`src/rtl/riscv_pkg.sv`:
```
// Shared core definitions: ALU opcodes, load/store size codes, LSU FSM states
// and the legality/alignment rule used by the load-store unit.
package riscv_pkg;

   typedef enum logic [3:0] {
      ALU_ADD  = 4'd0,
      ALU_SUB  = 4'd1,
      ALU_SLL  = 4'd2,
      ALU_SLT  = 4'd3,
      ALU_SLTU = 4'd4,
      ALU_XOR  = 4'd5,
      ALU_SRL  = 4'd6,
      ALU_SRA  = 4'd7,
      ALU_OR   = 4'd8,
      ALU_AND  = 4'd9
   } alu_op_e;

   // Codes 3, 6 and 7 are deliberately left out: they are illegal sizes.
   typedef enum logic [2:0] {
      LDST_B  = 3'd0,
      LDST_H  = 3'd1,
      LDST_W  = 3'd2,
      LDST_BU = 3'd4,
      LDST_HU = 3'd5
   } ldst_e;

   typedef enum logic [1:0] {
      LSU_IDLE = 2'd0,
      LSU_BUSY = 2'd1,
      LSU_RESP = 2'd2
   } lsu_state_e;

   // True when the size code is legal and the address is naturally aligned.
   function automatic logic ldst_ok(input ldst_e size, input logic [1:0] addr_lo);
      logic ok;
      ok = 1'b0;
      case (size)
         LDST_B, LDST_BU: ok = 1'b1;
         LDST_H, LDST_HU: ok = ~addr_lo[0];
         LDST_W:          ok = (addr_lo == 2'b00);
         default:         ok = 1'b0;
      endcase
      return ok;
   endfunction

endpackage

```
`src/rtl/riscv_lsu_align.sv`:
```
// Byte-lane steering for the LSU: byte enables and lane-replicated store data
// towards memory, lane extraction plus sign/zero extension for loads.
module riscv_lsu_align
   import riscv_pkg::*;
(
   input  ldst_e       size,
   input  logic [1:0]  addr_lo,
   input  logic [31:0] wd,
   input  logic [31:0] mem_rd,
   output logic [3:0]  be,
   output logic [31:0] wd_rep,
   output logic [31:0] rd_ext
);

   logic [7:0]  lane_b;
   logic [15:0] lane_h;

   // Pick the byte and halfword lanes addressed by the low address bits.
   always_comb begin
      lane_b = mem_rd[7:0];
      case (addr_lo)
         2'd0: lane_b = mem_rd[7:0];
         2'd1: lane_b = mem_rd[15:8];
         2'd2: lane_b = mem_rd[23:16];
         2'd3: lane_b = mem_rd[31:24];
         default: lane_b = mem_rd[7:0];
      endcase
      lane_h = addr_lo[1] ? mem_rd[31:16] : mem_rd[15:0];
   end

   // Steer enables, replicate store data and extend the load lane by size.
   always_comb begin
      be     = 4'b0000;
      wd_rep = wd;
      rd_ext = 32'd0;
      case (size)
         LDST_B: begin
            be     = 4'b0001 << addr_lo;
            wd_rep = {4{wd[7:0]}};
            rd_ext = {{24{lane_b[7]}}, lane_b};
         end
         LDST_BU: begin
            be     = 4'b0001 << addr_lo;
            wd_rep = {4{wd[7:0]}};
            rd_ext = {24'd0, lane_b};
         end
         LDST_H: begin
            be     = addr_lo[1] ? 4'b1100 : 4'b0011;
            wd_rep = {2{wd[15:0]}};
            rd_ext = {{16{lane_h[15]}}, lane_h};
         end
         LDST_HU: begin
            be     = addr_lo[1] ? 4'b1100 : 4'b0011;
            wd_rep = {2{wd[15:0]}};
            rd_ext = {16'd0, lane_h};
         end
         LDST_W: begin
            be     = 4'b1111;
            wd_rep = wd;
            rd_ext = mem_rd;
         end
         default: begin
            be     = 4'b0000;
            wd_rep = wd;
            rd_ext = 32'd0;
         end
      endcase
   end

endmodule

```
`src/rtl/riscv_lsu.sv`:
```
// Load-store unit: accepts one access from the core, runs it on the data
// memory port with a timeout, and returns the extended load result.
module riscv_lsu
   import riscv_pkg::*;
#(
   parameter int TIMEOUT = 255
) (
   input  logic        clk_i,
   input  logic        rstn_i,
   input  logic        core_req_i,
   input  logic        core_we_i,
   input  logic [2:0]  core_size_i,
   input  logic [31:0] core_addr_i,
   input  logic [31:0] core_wd_i,
   output logic [31:0] core_rd_o,
   output logic        core_stall_req_o,
   output logic        lsu_err_o,
   output logic        mem_req_o,
   output logic        mem_we_o,
   output logic [3:0]  mem_be_o,
   output logic [31:0] mem_addr_o,
   output logic [31:0] mem_wd_o,
   input  logic [31:0] mem_rd_i,
   input  logic        mem_ready_i
);

   localparam int CW = $clog2(TIMEOUT + 1);
   // The timeout fires in the BUSY cycle whose count is one short of TIMEOUT,
   // so exactly TIMEOUT cycles of mem_req_o are seen before giving up.
   localparam logic [CW-1:0] CNT_LAST = CW'(TIMEOUT - 1);

   lsu_state_e  state_q, state_d;
   logic        we_q;
   ldst_e       size_q;
   logic [31:0] addr_q;
   logic [31:0] wd_q;
   logic [CW-1:0] cnt_q;
   logic [31:0] rd_q;
   logic        err_q;

   logic        access_ok;
   logic        start;
   logic        done_ok;
   logic        timeout;
   logic        req_err;
   logic [3:0]  be_a;
   logic [31:0] rd_ext;

   assign access_ok  = ldst_ok(ldst_e'(core_size_i), core_addr_i[1:0]);
   assign core_rd_o  = rd_q;
   assign lsu_err_o  = err_q;
   assign mem_addr_o = {addr_q[31:2], 2'b00};

   riscv_lsu_align u_align (
      .size    (size_q),
      .addr_lo (addr_q[1:0]),
      .wd      (wd_q),
      .mem_rd  (mem_rd_i),
      .be      (be_a),
      .wd_rep  (mem_wd_o),
      .rd_ext  (rd_ext)
   );

   // FSM state register.
   always_ff @(posedge clk_i) begin
      if (!rstn_i) state_q <= LSU_IDLE;
      else         state_q <= state_d;
   end

   // Next state, stall and memory-port drive for the current state.
   always_comb begin
      state_d          = state_q;
      core_stall_req_o = 1'b0;
      mem_req_o        = 1'b0;
      mem_we_o         = 1'b0;
      mem_be_o         = 4'b0000;
      start            = 1'b0;
      done_ok          = 1'b0;
      timeout          = 1'b0;
      req_err          = 1'b0;
      case (state_q)
         LSU_IDLE: begin
            if (core_req_i) begin
               if (access_ok) begin
                  core_stall_req_o = 1'b1;
                  start            = 1'b1;
                  state_d          = LSU_BUSY;
               end else begin
                  req_err = 1'b1;
               end
            end
         end
         LSU_BUSY: begin
            core_stall_req_o = 1'b1;
            mem_req_o        = 1'b1;
            mem_we_o         = we_q;
            mem_be_o         = be_a;
            if (mem_ready_i) begin
               done_ok = 1'b1;
               state_d = LSU_RESP;
            end else if (cnt_q == CNT_LAST) begin
               timeout = 1'b1;
               state_d = LSU_RESP;
            end
         end
         LSU_RESP: begin
            state_d = LSU_IDLE;
         end
         default: begin
            state_d = LSU_IDLE;
         end
      endcase
   end

   // Request latches, timeout counter, load result and error pulse.
   always_ff @(posedge clk_i) begin
      if (!rstn_i) begin
         we_q   <= 1'b0;
         size_q <= LDST_B;
         addr_q <= 32'd0;
         wd_q   <= 32'd0;
         cnt_q  <= '0;
         rd_q   <= 32'd0;
         err_q  <= 1'b0;
      end else begin
         err_q <= req_err | timeout;
         if (start) begin
            we_q   <= core_we_i;
            size_q <= ldst_e'(core_size_i);
            addr_q <= core_addr_i;
            wd_q   <= core_wd_i;
            cnt_q  <= '0;
         end else if (state_q == LSU_BUSY && !mem_ready_i) begin
            cnt_q <= cnt_q + CW'(1);
         end
         if (done_ok && !we_q) rd_q <= rd_ext;
         else if (timeout && !we_q) rd_q <= 32'd0;
      end
   end

endmodule

```
`config.mk`:
```
export PLATFORM = sky130hd
export DESIGN_NAME = riscv_lsu
export DESIGN_NICKNAME = d
export VERILOG_FILES = /design/src/rtl/riscv_pkg.sv /design/src/rtl/riscv_lsu_align.sv /design/src/rtl/riscv_lsu.sv
export SDC_FILE = /design/constraint.sdc
export NUM_CORES = 1
export LEC_CHECK = 0
export CORE_MARGIN = 3
export CORE_UTILIZATION = 30
export CTS_CLUSTER_SIZE = 30
export DETAILED_ROUTE_END_ITERATION = 10
export SETUP_SLACK_MARGIN = 0.02
export SLEW_MARGIN = 20
export SYNTH_ARGS = -nofsm -noshare
export SYNTH_HDL_FRONTEND = slang
export SYNTH_SLANG_ARGS = --single-unit
```
`constraint.sdc`:
```
create_clock -name clk_i -period 3.9 [get_ports clk_i]
set_clock_uncertainty 0.2 [all_clocks]
set_input_delay 1.17 -clock clk_i [delete_from_list [all_inputs] [get_ports clk_i]]
set_output_delay 1.17 -clock clk_i [all_outputs]
set_load 0.02 [all_outputs]
```
### Word-level counts from Yosys, hierarchy flattened

Cells that the tools add are included.

| cells by class | value |
|---|---|
| bitwise gates (word level) | 3 |
| reductions and logical operators | 17 |
| eq/ne operators | 16 |
| shift-type cells | 1 |
| multiplexer cells | 29 |
| $add $sub $neg | 1 |

Operators with widths:

| operator | count |
|---|---|
| 32-bit case mux with 5 select lines | 1 |
| 32-bit two-way mux | 2 |
| 32-bit case mux with 2 select lines | 1 |
| 8-bit case mux with 4 select lines | 1 |
| 16-bit two-way mux | 1 |
| 1-bit two-way mux | 13 |
| 3-bit == test (second input constant) | 4 |
| 4-bit case mux with 3 select lines | 1 |
| 2-bit OR reduction | 5 |
| 8-bit by 1-bit adder with 8-bit output (second input constant) | 1 |
| 8-bit == test (second input constant) | 1 |
| 2-bit two-way mux | 4 |
| 4-bit two-way mux | 2 |
| 3-bit by 1-bit == test with 1-bit output (second input constant) | 2 |
| 3-bit by 2-bit == test with 1-bit output (second input constant) | 2 |
| 2-bit logical NOT | 3 |
| 3-bit logical NOT | 2 |
| 2-bit by 1-bit == test with 1-bit output (second input constant) | 2 |
| 2-bit == test (second input constant) | 2 |
| 2-bit inequality test (second input constant) | 2 |
| 2-bit case mux with 2 select lines | 1 |
| 1-bit by 2-bit << shifter with 4-bit output (first input constant) | 1 |
| 1-bit logical AND | 3 |
| 3-bit inequality test (second input constant) | 1 |
| 7 further kinds | 9 |

| word-level totals | value |
|---|---|
| bits of input ports | 104 |
| register bits after elaboration | 111 |
| logic and storage cells | 75 |

### Logic depth before layout (Yosys ltp)

Gate-level depths: netlist (run 1).

| depth | value |
|---|---|
| depth after elaboration | 7 |
| gate-level depth with buffers | 7 |
| gate-level depth less buffers | 6 |

### Modules after synthesis

From an unflattened synthesis (run 1), not the netlist that was laid out.

| unflattened totals | value |
|---|---|
| cells, all modules | 723 |
| area total of the unflattened synthesis | 6032.0 sq um |

By module, submodules not included:

| module | seq. area each (sq um) | cells each | area each (sq um) | times used |
|---|---|---|---|---|
| riscv_lsu | 2222.1 | 538 | 4614.4 | 1 |
| riscv_lsu_align | 0.0 | 185 | 1417.6 | 1 |

### Worst setup path after synthesis (run 1)

Ideal clock, no wire load.

| path | value |
|---|---|
| kind | input to output |
| start point | input core_addr_i[0] |
| end point | output core_stall_req_o |
| slack | 473 ps |
| arrival | 2057 ps |
| path buffers | 1 |
| stages | 4 |
| cell sequence | nor4_2 > o21ai_2 > clkbuf_1 > nand2_1 |

| between the ends | value |
|---|---|
| word-level cells in the longest chain between the ends | 5 |
| elaborated cells on any way between the ends | 6 |
| classes of those cells | mux (4); bitwise (1); reduce/logical (1) |

Ends and longest elaborated chain:

| item | line | text |
|---|---|---|
| start: declaration | riscv_lsu.sv:13 | `input logic [31:0] core_addr_i,` |
| 2-bit logical NOT or 1-bit NOT (tied branches) | riscv_pkg.sv:40, riscv_pkg.sv:39 |  |
| 1-bit case mux with 3 select lines (*) | riscv_pkg.sv:37 | `case (size)` |
| 1-bit two-way mux (*) | riscv_lsu.sv:84 | `if (access_ok) begin` |
| 1-bit two-way mux (*) | riscv_lsu.sv:83 | `if (core_req_i) begin` |
| 1-bit case mux with 2 select lines (*) | riscv_lsu.sv:81 | `case (state_q)` |
| end: declaration | riscv_lsu.sv:16 | `output logic core_stall_req_o,` |

Every way passes the cells marked *; elsewhere a longest branch is shown, timed or not.

### Worst setup path after layout (run 1)

| path | value |
|---|---|
| start point | input core_size_i[0] |
| end point | output core_stall_req_o |

| between the ends | value |
|---|---|
| word-level cells in the longest chain between the ends | 6 |
| elaborated cells on any way between the ends | 11 |
| classes of those cells | eq/ne (4); mux (4); reduce/logical (3) |

Ends and longest elaborated chain:

| item | line | text |
|---|---|---|
| start: declaration | riscv_lsu.sv:12 | `input logic [2:0] core_size_i,` |
| 3-bit by 1-bit == test with 1-bit output, or another cell as far along | riscv_pkg.sv:37 |  |
| 2-bit OR reduction | riscv_pkg.sv:37 |  |
| 1-bit case mux with 3 select lines (*) | riscv_pkg.sv:37 |  |
| 1-bit two-way mux (*) | riscv_lsu.sv:84 |  |
| 1-bit two-way mux (*) | riscv_lsu.sv:83 |  |
| 1-bit case mux with 2 select lines (*) | riscv_lsu.sv:81 |  |

Marks and branches as above.

==> results of run 1 <==
layer usage:
metal | GRT usage [%] | vias up | wire length, microns
met5 | 0 | - | 18
met4 | 4.33 | 4 | 212
met3 | 5.43 | 19 | 1550
met2 | 26.4 | 187 | 7650
met1 | 20.1 | 2276 | 6960
li1 | - | 2355 | -
how the worst min path moves through the flow:
stage,depth (start not counted),slack (ps),start,to
after detailed placement,2,240,addr_q[28],addr_q[28]
after CTS,2,250,addr_q[28],addr_q[28]
after floorplan,2,240,wd_q[31],wd_q[31]
after global placement,1,230,core_rd_o[11],core_rd_o[11]
final,2,250,addr_q[28],addr_q[28]
after global routing,2,270,addr_q[28],addr_q[28]
registers in the layout (all words and copies together) (netlist names):
| signal | count |
|---|---|
| we_q | 1 |
| wd_q | 32 |
| core_rd_o | 32 |
| addr_q | 32 |
| state_q | 2 |
| cnt_q | 8 |
| size_q | 3 |
| lsu_err_o | 1 |
cell families (layout without fill, tap and decap cells):
kind of cell / Yosys count / after routing
multiplexers: 43 / 43
other: 1 / 2
adder cells (fa/ha/maj): 2 / 2
XOR/XNOR: 6 / 6
buffers and inverters: 85 / 238
AND/OR/NAND/NOR: 200 / 200
flip-flops: 111 / 111
AO/OA/AOI/OAI: 158 / 158
cell usage after synthesis, types with 2 or more instances:
| cell type | count | area, sq um |
|---|---|---|
| sky130_fd_sc_hd__a221o_1 | 7 | 70.1 |
| sky130_fd_sc_hd__dfxtp_1 | 111 | 2220 |
| sky130_fd_sc_hd__inv_1 | 2 | 7.51 |
| sky130_fd_sc_hd__nor2_1 | 15 | 56.3 |
| sky130_fd_sc_hd__nor2b_1 | 10 | 62.6 |
| sky130_fd_sc_hd__buf_6 | 6 | 67.6 |
| sky130_fd_sc_hd__a21o_1 | 8 | 60.1 |
| sky130_fd_sc_hd__a21boi_1 | 21 | 158 |
| sky130_fd_sc_hd__o21ai_0 | 13 | 65.1 |
| sky130_fd_sc_hd__mux4_2 | 7 | 158 |
| sky130_fd_sc_hd__buf_4 | 41 | 308 |
| sky130_fd_sc_hd__buf_2 | 13 | 65.1 |
| sky130_fd_sc_hd__nor3b_4 | 2 | 37.5 |
| sky130_fd_sc_hd__nor3b_2 | 2 | 25.0 |
| sky130_fd_sc_hd__xnor2_1 | 4 | 35.0 |
| sky130_fd_sc_hd__ha_1 | 2 | 25.0 |
| sky130_fd_sc_hd__nand2b_1 | 2 | 12.5 |
| sky130_fd_sc_hd__mux2i_1 | 10 | 100 |
| sky130_fd_sc_hd__nand3_1 | 3 | 15.0 |
| sky130_fd_sc_hd__o2bb2ai_1 | 17 | 149 |
| sky130_fd_sc_hd__a22oi_1 | 23 | 173 |
| sky130_fd_sc_hd__a21boi_0 | 49 | 368 |
| sky130_fd_sc_hd__nand4_1 | 3 | 18.8 |
| sky130_fd_sc_hd__nand2_1 | 150 | 563 |
| sky130_fd_sc_hd__nor4_1 | 3 | 18.8 |
| sky130_fd_sc_hd__a21oi_1 | 14 | 70.1 |
| sky130_fd_sc_hd__clkbuf_1 | 22 | 82.6 |
| sky130_fd_sc_hd__xor2_1 | 2 | 17.5 |
| sky130_fd_sc_hd__mux2_2 | 24 | 270 |
layout make-up:
class,count,area share [%]
clock inverters,2,0.195
inverters,2,0.0975
flip-flops and latches,111,28.9
repair buffers,221,28.2
multi-input cells,411,35.5
clock buffers,13,3.51
well taps,225,3.66
timing repair:
| item | 4_1_cts | 5_1_grt |
|---|---|---|
| endpoints found under the setup margin | 1 | 1 |
| pin swaps | 0 | 1 |
| setup buffers | 0 | 0 |
| resized for setup | 3 | 1 |
critical path, delay by kind of cell:
family                 cells  cell delay [ps]
AOI/OAI and AO/OA          1               50
buffers and inverters      3              800
and+or+nand+nor            2              360
report_power, final:
part | internal [mW] | switching [mW] | total (mW)
sequential | 1.18 | 0.0319 | 1.21
combinational | 0.271 | 0.252 | 0.523
clock | 0.483 | 0.413 | 0.897
total | 1.93 | 0.697 | 2.63
metrics by stage:
stage / power, mW / util (%)
after floorplan: 1.53 / -
after global placement: 1.76 / 42.2
after detailed placement: 1.76 / 42.2
after CTS: 2.67 / 43.8
after global routing: 2.75 / 43.8
final: 2.63 / 43.8
==> out/qor.log, run 1 <==
INFO  setup_path     worst_setup_path_endpoint=core_stall_req_o
INFO  placed_design  numPlacedInstances=970
INFO  clock_network  clk_pin_slew=70ps
INFO  sta            timing.slew.headroom=50.9%
INFO  clock_network  tritoncts.num_buffers=9
INFO  power_and_ir_drop vdd_ir_drop_max=200uV
INFO  cells_and_area multi_input_area=2730squm
INFO  clock_network  max-clock-path-buffers=2
INFO  sta            timing.final.crit_share=96.2%
INFO  grt            largest_net_degree_at_the_start_of_global_routing=71
INFO  clock_network  clock_sink_count=111
INFO  cells_and_area final_common_cell=sky130_fd_sc_hd__clkdlybuf4s50_1
INFO  sta            timing.final.hold_violations=0
INFO  setup_path     cp.required=2530ps
INFO  yosys          yosys_warnings=0
INFO  routing        detail_route.wirelength=16400microns
INFO  cells_and_area postLayoutCellArea=7700squm
INFO  setup_path     worst_setup_path_end_kind=primary output
INFO  setup_path     critPathArrivalTime=2380ps
INFO  yosys          dominant_combinational_cell_family_by_area_after_synthesis=compound AO/OA/AOI/OAI gates
INFO  die            die_area=19900squm
INFO  placed_design  detailed_place.area=7420squm
INFO  cells_and_area nets=862
INFO  run            maxCapViolations=0
INFO  clock_network  cts.hold.buffers_added=0
INFO  yosys          yosys.cell_types.count=49
INFO  sta            post-route-worst-setup-slack=149ps
INFO  die            rows=48
INFO  sta            fmaxAchievable=0.267GHz
INFO  clock_network  worstSkewPairLatency=350ps
INFO  setup_path     startpoint_to_endpoint_class_of_the_critical_path=input pin to primary output
INFO  setup_path     crit_path_max_fanout=3
INFO  cells_and_area drive_above_1_share=10.0%
INFO  setup_path     slowest_stage=sky130_fd_sc_hd__clkdlybuf4s50_1
INFO  sta            grt_setup_unrepaired=false
INFO  grt            grt_pass1_wl=25600microns
INFO  yosys          register_area_share_after_synthesis=40.6%
INFO  yosys          synth_simple_gate_area_share=16.4%
INFO  sta            worstMarginPinSlew=737ps
INFO  placed_design  port_buffers=205
INFO  sta            timing.hold.ws=252ps
INFO  cells_and_area top_library_cells_by_usage_in_the_layout_fill_and_taps_aside=203 x sky130_fd_sc_hd__clkdlybuf4s50_1, 150 x sky130_fd_sc_hd__nand2_1, 111 x sky130_fd_sc_hd__dfxtp_1
INFO  yosys          postSynthRegisterBits=111
INFO  placed_design  gp_congestion=0.838
INFO  yosys          synth_edf_count=0
INFO  placed_design  dp_hpwl=11900microns
INFO  clock_network  ctsHtreeMaxLevel=3
INFO  setup_path     timing.critical_path.from=core_size_i[0]
INFO  routing        drc=0
INFO  status         status=finished, final reports clean
INFO  sta            final.setup.tns=0ps
INFO  setup_path     cpPeakStageDelay=470ps
INFO  grt            antenna_violations_before_repair=2
INFO  setup_path     worstRegToRegCells=5
INFO  yosys          synthCells=606
INFO  cells_and_area layoutNonFillerInstCount=985
INFO  power_and_ir_drop cellPowerDensity=341nW/um^2
INFO  routing        drt-wirelength-per-cell=16.7microns
INFO  power_and_ir_drop p_leak=2.74nW
INFO  setup_path     reg2reg_from=addr_q[1]
INFO  die            core-area=17600squm
INFO  grt            grt_usage=16.0%
INFO  routing        drc_violation_total_after_the_first_tritonroute_iteration=259
INFO  yosys          syn_area=5470squm
INFO  die            starting_density_of_the_core=31.1%
INFO  yosys          synthArstFlopShare=0%
INFO  routing        via_count=4841
INFO  routing        post_drt_via_cell_ratio=4.91
INFO  yosys          synth-xor-area-share=0.961%
INFO  die            fp.dieW=141microns
INFO  setup_path     path_cells=clkdlybuf4s50_1, nor4_2, buf_4, o21ai_4, nand2_1, buf_2
INFO  yosys          syn_area_per_cell=9.02squm
INFO  cells_and_area num_antenna_cells=0
INFO  clock_network  cts_root_buffer=sky130_fd_sc_hd__clkbuf_16
INFO  cells_and_area number_of_fillers_in_the_final_layout=1711
INFO  routing        ant_nets=0
INFO  routing        drt-pass1-iter-count=7
INFO  sta            finalWorstPathRequiredPeriod=3750ps
INFO  worst_hold_path timing.hold.worst.class=register to register
INFO  setup_path     start_kind=input pin
INFO  grt            globalRoute.totalOverflow=0
INFO  sta            slew_viol_final=0
INFO  clock_network  tritoncts_clock_tree=done
INFO  yosys          synth-main-ff-cell=sky130_fd_sc_hd__dfxtp_1
INFO  cells_and_area area_delta_synth_final=40.8%
INFO  die            floorplan.die.height=141microns
INFO  yosys          synth_compound_area_share=21.2%
INFO  placed_design  placement.setup.worst_slack=-272ps
INFO  setup_path     worst-r2r-setup-slack=1730ps
INFO  setup_path     reg2reg_to=core_rd_o[15]
INFO  cells_and_area ff_latch_area=2220squm
INFO  die            ioPinCount=208
INFO  yosys          synth_adder_area_share=0.458%
INFO  sta            final-setup-viol-count=0
INFO  grt            grt_pass1_vias=4798
INFO  yosys          synth.mux.area_fraction=10.5%
No activity file was read; power rests on OpenSTA's default activity.
==> run 2: changes to the inputs <==
Settings changed: CORE_ASPECT_RATIO set to 0.7, CORE_MARGIN 3 to unset.
==> out/qor.log, run 2 (synthesized netlist as in run 1, its figures left out) <==
INFO  power_and_ir_drop report.power.total=2.64mW
INFO  clock_network  cts.hold.buffers_added=0
INFO  sta            grt_setup_unrepaired=false
INFO  clock_network  setup_fix_bufs_post_cts=0
INFO  sta            final-setup-viol-count=0
INFO  clock_network  cts_root_buffer=sky130_fd_sc_hd__clkbuf_16
INFO  setup_path     start_kind=input pin
INFO  sta            finalWorstPathRequiredPeriod=3770ps
INFO  grt            largest_net_degree_at_the_start_of_global_routing=71
INFO  routing        drt-wirelength-per-cell=16.1microns
INFO  sta            timing.final.hold_violations=0
INFO  status         status=finished, final reports clean
INFO  grt            antenna_violations_before_repair=0
INFO  power_and_ir_drop vdd_ir_drop_max=212uV
INFO  power_and_ir_drop cellPowerDensity=342nW/um^2
INFO  routing        post_drt_via_cell_ratio=4.71
INFO  setup_path     worstRegToRegCells=5
INFO  power_and_ir_drop pwr-share-comb=19.8%
INFO  grt            grt_pass1_vias=4644
INFO  die            floorplan.die.height=115microns
INFO  power_and_ir_drop sw_frac_of_total=27.5%
INFO  placed_design  port_buffers=205
INFO  power_and_ir_drop seqPwrFrac=46.0%
INFO  run            maxCapViolations=0
INFO  power_and_ir_drop power_frac_clock=34.2%
INFO  routing        ant_nets=0
INFO  placed_design  detailed_place.area=7430squm
INFO  routing        detail_route.wirelength=16000microns
INFO  sta            final.setup.tns=0ps
INFO  grt            grt_pass1_wl=24900microns
INFO  sta            timing.final.crit_share=96.6%
INFO  cells_and_area drive_above_1_share=10.1%
INFO  placed_design  gp_congestion=0.866
INFO  worst_hold_path min_delay_path_depth=1
INFO  setup_path     reg2reg_to=core_rd_o[13]
INFO  setup_path     crit_path_max_fanout=2
INFO  die            ioPinCount=208
INFO  clock_network  ctsHtreeMaxLevel=3
INFO  clock_network  tritoncts_clock_tree=done
INFO  die            rows=40
INFO  cells_and_area final_common_cell=sky130_fd_sc_hd__clkdlybuf4s50_1
INFO  setup_path     reg2reg_from=addr_q[1]
INFO  sta            slew_viol_final=0
INFO  grt            globalRoute.totalOverflow=0
INFO  sta            fmaxAchievable=0.265GHz
INFO  die            starting_density_of_the_core=31.3%
INFO  cells_and_area num_antenna_cells=0
INFO  clock_network  max-clock-path-buffers=2
INFO  clock_network  tritoncts.num_buffers=9
INFO  setup_path     worst-r2r-setup-slack=1670ps
INFO  clock_network  clock_sink_count=111
INFO  setup_path     cp.required=2530ps
INFO  setup_path     critPathArrivalTime=2400ps
INFO  die            die_area=18800squm
INFO  die            core-area=17500squm
INFO  setup_path     startpoint_to_endpoint_class_of_the_critical_path=input pin to primary output
INFO  power_and_ir_drop power.net_switching=0.724mW
INFO  routing        drt-pass1-iter-count=4
INFO  power_and_ir_drop p_leak=2.76nW
INFO  power_and_ir_drop cell_internal_pwr=1.91mW
INFO  worst_hold_path timing.hold.worst.class=register to register
INFO  setup_path     worst_setup_path_end_kind=primary output
INFO  die            fp.dieW=163microns
INFO  cells_and_area nets=862
INFO  grt            grt_usage=16.9%
INFO  cells_and_area top_library_cells_by_usage_in_the_layout_fill_and_taps_aside=202 x sky130_fd_sc_hd__clkdlybuf4s50_1, 150 x sky130_fd_sc_hd__nand2_1, 111 x sky130_fd_sc_hd__dfxtp_1
INFO  worst_hold_path hold-path-endpoint=core_rd_o[15]
INFO  sta            timing.slew.headroom=35.0%
INFO  worst_hold_path hp-start=core_rd_o[15]
INFO  placed_design  dp_hpwl=11800microns
INFO  cells_and_area area_delta_synth_final=41.1%
INFO  cells_and_area postLayoutCellArea=7710squm
INFO  routing        drc_violation_total_after_the_first_tritonroute_iteration=307
INFO  routing        drc=0
INFO  routing        via_count=4674
INFO  clock_network  clk_pin_slew=70ps
INFO  clock_network  worstSkewPairLatency=340ps
INFO  sta            worstMarginPinSlew=972ps
==> run 2: stage by stage <==
step                      utilization [%]  setup WS (ps)  instances  hold WS, ps
after floorplan                         -            473        607          235
after global placement               42.5           -404        976          235
after detailed placement             42.5           -408        976          238
after CTS                            44.1           43.7        992          255
after global routing                 44.2           68.3        992          269
final                                44.2            132        992          251
==> run 2: per-layer routing <==
layer  routed length [microns]  global-route usage [%]
met5                         0                       0
met2                      7220                    27.5
met1                      7220                    21.7
met3                      1420                    5.74
met4                       110                    3.05
==> run 2: what timing repair did <==
action,CTS,global route
pin swaps,1,1
resized for setup,4,2
setup endpoints to repair,1,1
endpoints found under the hold margin,0,0
==> run 2: how the worst max path moves through the flow <==
stage / slack, ps / cells past startpoint / to / from
final: 130 / 6 / core_stall_req_o / core_addr_i[1]
after global routing: 70 / 6 / core_stall_req_o / core_addr_i[1]
after CTS: 40 / 6 / core_stall_req_o / core_size_i[0]
after detailed placement: -410 / 6 / core_stall_req_o / core_addr_i[0]
after global placement: -400 / 6 / core_stall_req_o / core_addr_i[0]
after floorplan: 470 / 4 / core_stall_req_o / core_addr_i[0]
==> run 2: cell type report <==
| cell class | instances | area (sq um) |
|---|---|---|
| clock buffers | 10 | 239 |
| inverters | 2 | 7.51 |
| fillers | 1682 | 9750 |
| multi-input cells | 411 | 2730 |
| well taps | 231 | 289 |
| clock inverters | 6 | 50.0 |
| flip-flops and latches | 111 | 2220 |
| repair buffers | 221 | 2180 |
==> run 2: power by group through the flow <==
stage	combinational [mW]	clock, mW	sequential, mW
floorplan	0.289	0	1.24
global placement	0.521	0	1.24
detailed placement	0.526	0	1.24
CTS	0.527	0.937	1.21
global route	0.561	0.978	1.22
finish	0.523	0.901	1.21
==> run 2: critical path, stage by stage <==
cell                              delay [ps]
sky130_fd_sc_hd__clkdlybuf4s50_1         450
sky130_fd_sc_hd__nor4_2                  310
sky130_fd_sc_hd__buf_4                   180
sky130_fd_sc_hd__o21ai_4                  50
sky130_fd_sc_hd__nand2_1                  90
sky130_fd_sc_hd__buf_4                   150
==> run 3: changes to the inputs <==
Settings changed: CORE_UTILIZATION 30 to 48, PLACE_DENSITY set to 0.86.
==> out/qor.log, run 3 (synthesized netlist as in run 1, its figures left out) <==
INFO  status         status=finished, final reports clean
INFO  clock_network  worstSkewPairLatency=340ps
INFO  setup_path     critPathArrivalTime=2460ps
INFO  cells_and_area postLayoutCoreUtil=69.1%
INFO  sta            timing.final.crit_share=98.3%
INFO  setup_path     crit_path_max_fanout=3
INFO  power_and_ir_drop vdd_ir_drop_max=302uV
INFO  die            die_area=11800squm
INFO  sta            timing.slew.headroom=27.6%
INFO  cells_and_area postLayoutCellArea=7640squm
INFO  placed_design  placement.setup.worst_slack=-279ps
INFO  die            starting_density_of_the_core=49.5%
INFO  routing        drc_violation_total_after_the_first_tritonroute_iteration=330
INFO  clock_network  max-clock-path-buffers=2
INFO  die            rows=32
INFO  setup_path     worst-r2r-setup-slack=1650ps
INFO  grt            antenna_violations_before_repair=0
INFO  grt            grt_pass1_wl=24300microns
INFO  clock_network  setup_fix_bufs_post_cts=0
INFO  sta            slew_viol_final=0
INFO  routing        ant_nets=0
INFO  clock_network  ctsHtreeMaxLevel=3
INFO  cells_and_area final_common_cell=sky130_fd_sc_hd__clkdlybuf4s50_1
INFO  cells_and_area area_delta_synth_final=39.6%
INFO  run            maxCapViolations=0
INFO  grt            largest_net_degree_at_the_start_of_global_routing=71
INFO  setup_path     slowest_stage=sky130_fd_sc_hd__clkdlybuf4s50_1
INFO  grt            grt_pass1_vias=4876
INFO  sta            grt_setup_unrepaired=false
INFO  power_and_ir_drop cellPowerDensity=348nW/um^2
INFO  routing        drc=0
INFO  routing        drt-wirelength-per-cell=16.6microns
INFO  die            floorplan.die.height=91.3microns
INFO  placed_design  gp_congestion=0.892
INFO  sta            worstMarginPinSlew=1080ps
INFO  clock_network  tritoncts_clock_tree=done
INFO  die            core-area=11100squm
INFO  sta            final-setup-viol-count=0
INFO  sta            fmaxAchievable=0.261GHz
INFO  placed_design  dp_hpwl=11200microns
INFO  sta            post-route-worst-setup-slack=66.5ps
INFO  placed_design  detailed_place.area=7340squm
INFO  sta            finalWorstPathRequiredPeriod=3830ps
INFO  routing        drt-pass1-iter-count=7
INFO  clock_network  clk_pin_slew=60ps
INFO  clock_network  cts_root_buffer=sky130_fd_sc_hd__clkbuf_16
INFO  cells_and_area num_antenna_cells=0
INFO  setup_path     crit_family=buffers and inverters
INFO  clock_network  cts.hold.buffers_added=0
INFO  cells_and_area number_of_fillers_in_the_final_layout=881
INFO  setup_path     cp_num_buf_inv=3
INFO  die            ioPinCount=208
INFO  setup_path     path_cells=clkdlybuf4s50_1, nor4_2, buf_4, o21ai_4, nand2_1, clkdlybuf4s15_2
INFO  die            fp.dieW=130microns
INFO  cells_and_area nets=863
INFO  cells_and_area drive_above_1_share=9.99%
INFO  setup_path     worst_setup_path_end_kind=primary output
INFO  setup_path     cp.required=2530ps
INFO  power_and_ir_drop p_leak=2.75nW
INFO  routing        detail_route.wirelength=15100microns
INFO  routing        via_count=4845
INFO  setup_path     cpPeakStageDelay=460ps
INFO  setup_path     startpoint_to_endpoint_class_of_the_critical_path=input pin to primary output
INFO  worst_hold_path timing.hold.worst.class=register to register
INFO  grt            globalRoute.totalOverflow=0
INFO  clock_network  tritoncts.num_buffers=9
INFO  clock_network  clock_sink_count=111
INFO  setup_path     start_kind=input pin
INFO  grt            grt_usage=26.3%
INFO  placed_design  port_buffers=205
INFO  sta            timing.final.hold_violations=0
INFO  cells_and_area top_library_cells_by_usage_in_the_layout_fill_and_taps_aside=203 x sky130_fd_sc_hd__clkdlybuf4s50_1, 150 x sky130_fd_sc_hd__nand2_1, 111 x sky130_fd_sc_hd__dfxtp_1
INFO  routing        post_drt_via_cell_ratio=5.30
==> run 3: worst min-delay path, stage by stage (launching register included) <==
cell and delay (ps):
sky130_fd_sc_hd__dfxtp_1 310, sky130_fd_sc_hd__nand2_1 50, sky130_fd_sc_hd__a21boi_1 50
==> run 3: per-layer routing <==
layer | vias up | track usage (%) | part of all wire [%]
met3 | 30 | 8.43 | 8.8
li1 | 2362 | - | -
met2 | 195 | 44.1 | 48
met1 | 2258 | 31.9 | 41
met5 | - | 0 | 0
met4 | 0 | 7.66 | 2.0
==> run 3: worst paths after layout <==
check,from,end,cells past startpoint
setup / recovery,core_addr_i[0],core_stall_req_o,6
hold / removal,addr_q[20],addr_q[20],2
setup reg to reg,addr_q[1],core_rd_o[15],5
hold reg to reg,addr_q[20],addr_q[20],2
==> run 3: layout make-up <==
class	instances	area (sq um)	area share [%]
multi-input combinational	411	2730	35.7
sequential	111	2220	29.1
timing repair buffer	222	2190	28.7
clock buffer	12	256	3.36
tap	153	191	2.51
clock inverter	3	42.5	0.557
inverter	2	7.51	0.0983
==> run 3: where the power goes <==
part | total [mW] | switching, mW | internal [mW]
Combinational | 0.523 | 0.251 | 0.272
Clock | 0.923 | 0.394 | 0.529
Sequential | 1.21 | 0.0319 | 1.18
Total | 2.66 | 0.677 | 1.98
==> run 3: repair_timing <==
item,4_1_cts,5_1_grt
resized for setup,3,0
endpoints found under the setup margin,1,0
hold endpoints to repair,0,0
==> run 3: metrics by stage <==
step,instances,TNS (ps),hold slack (ps),power [mW]
floorplan,607,0,235,1.53
global placement,899,-243,241,1.74
detailed placement,899,-279,241,1.76
CTS,914,0,254,2.68
global route,914,0,266,2.78
finish,914,0,253,2.66
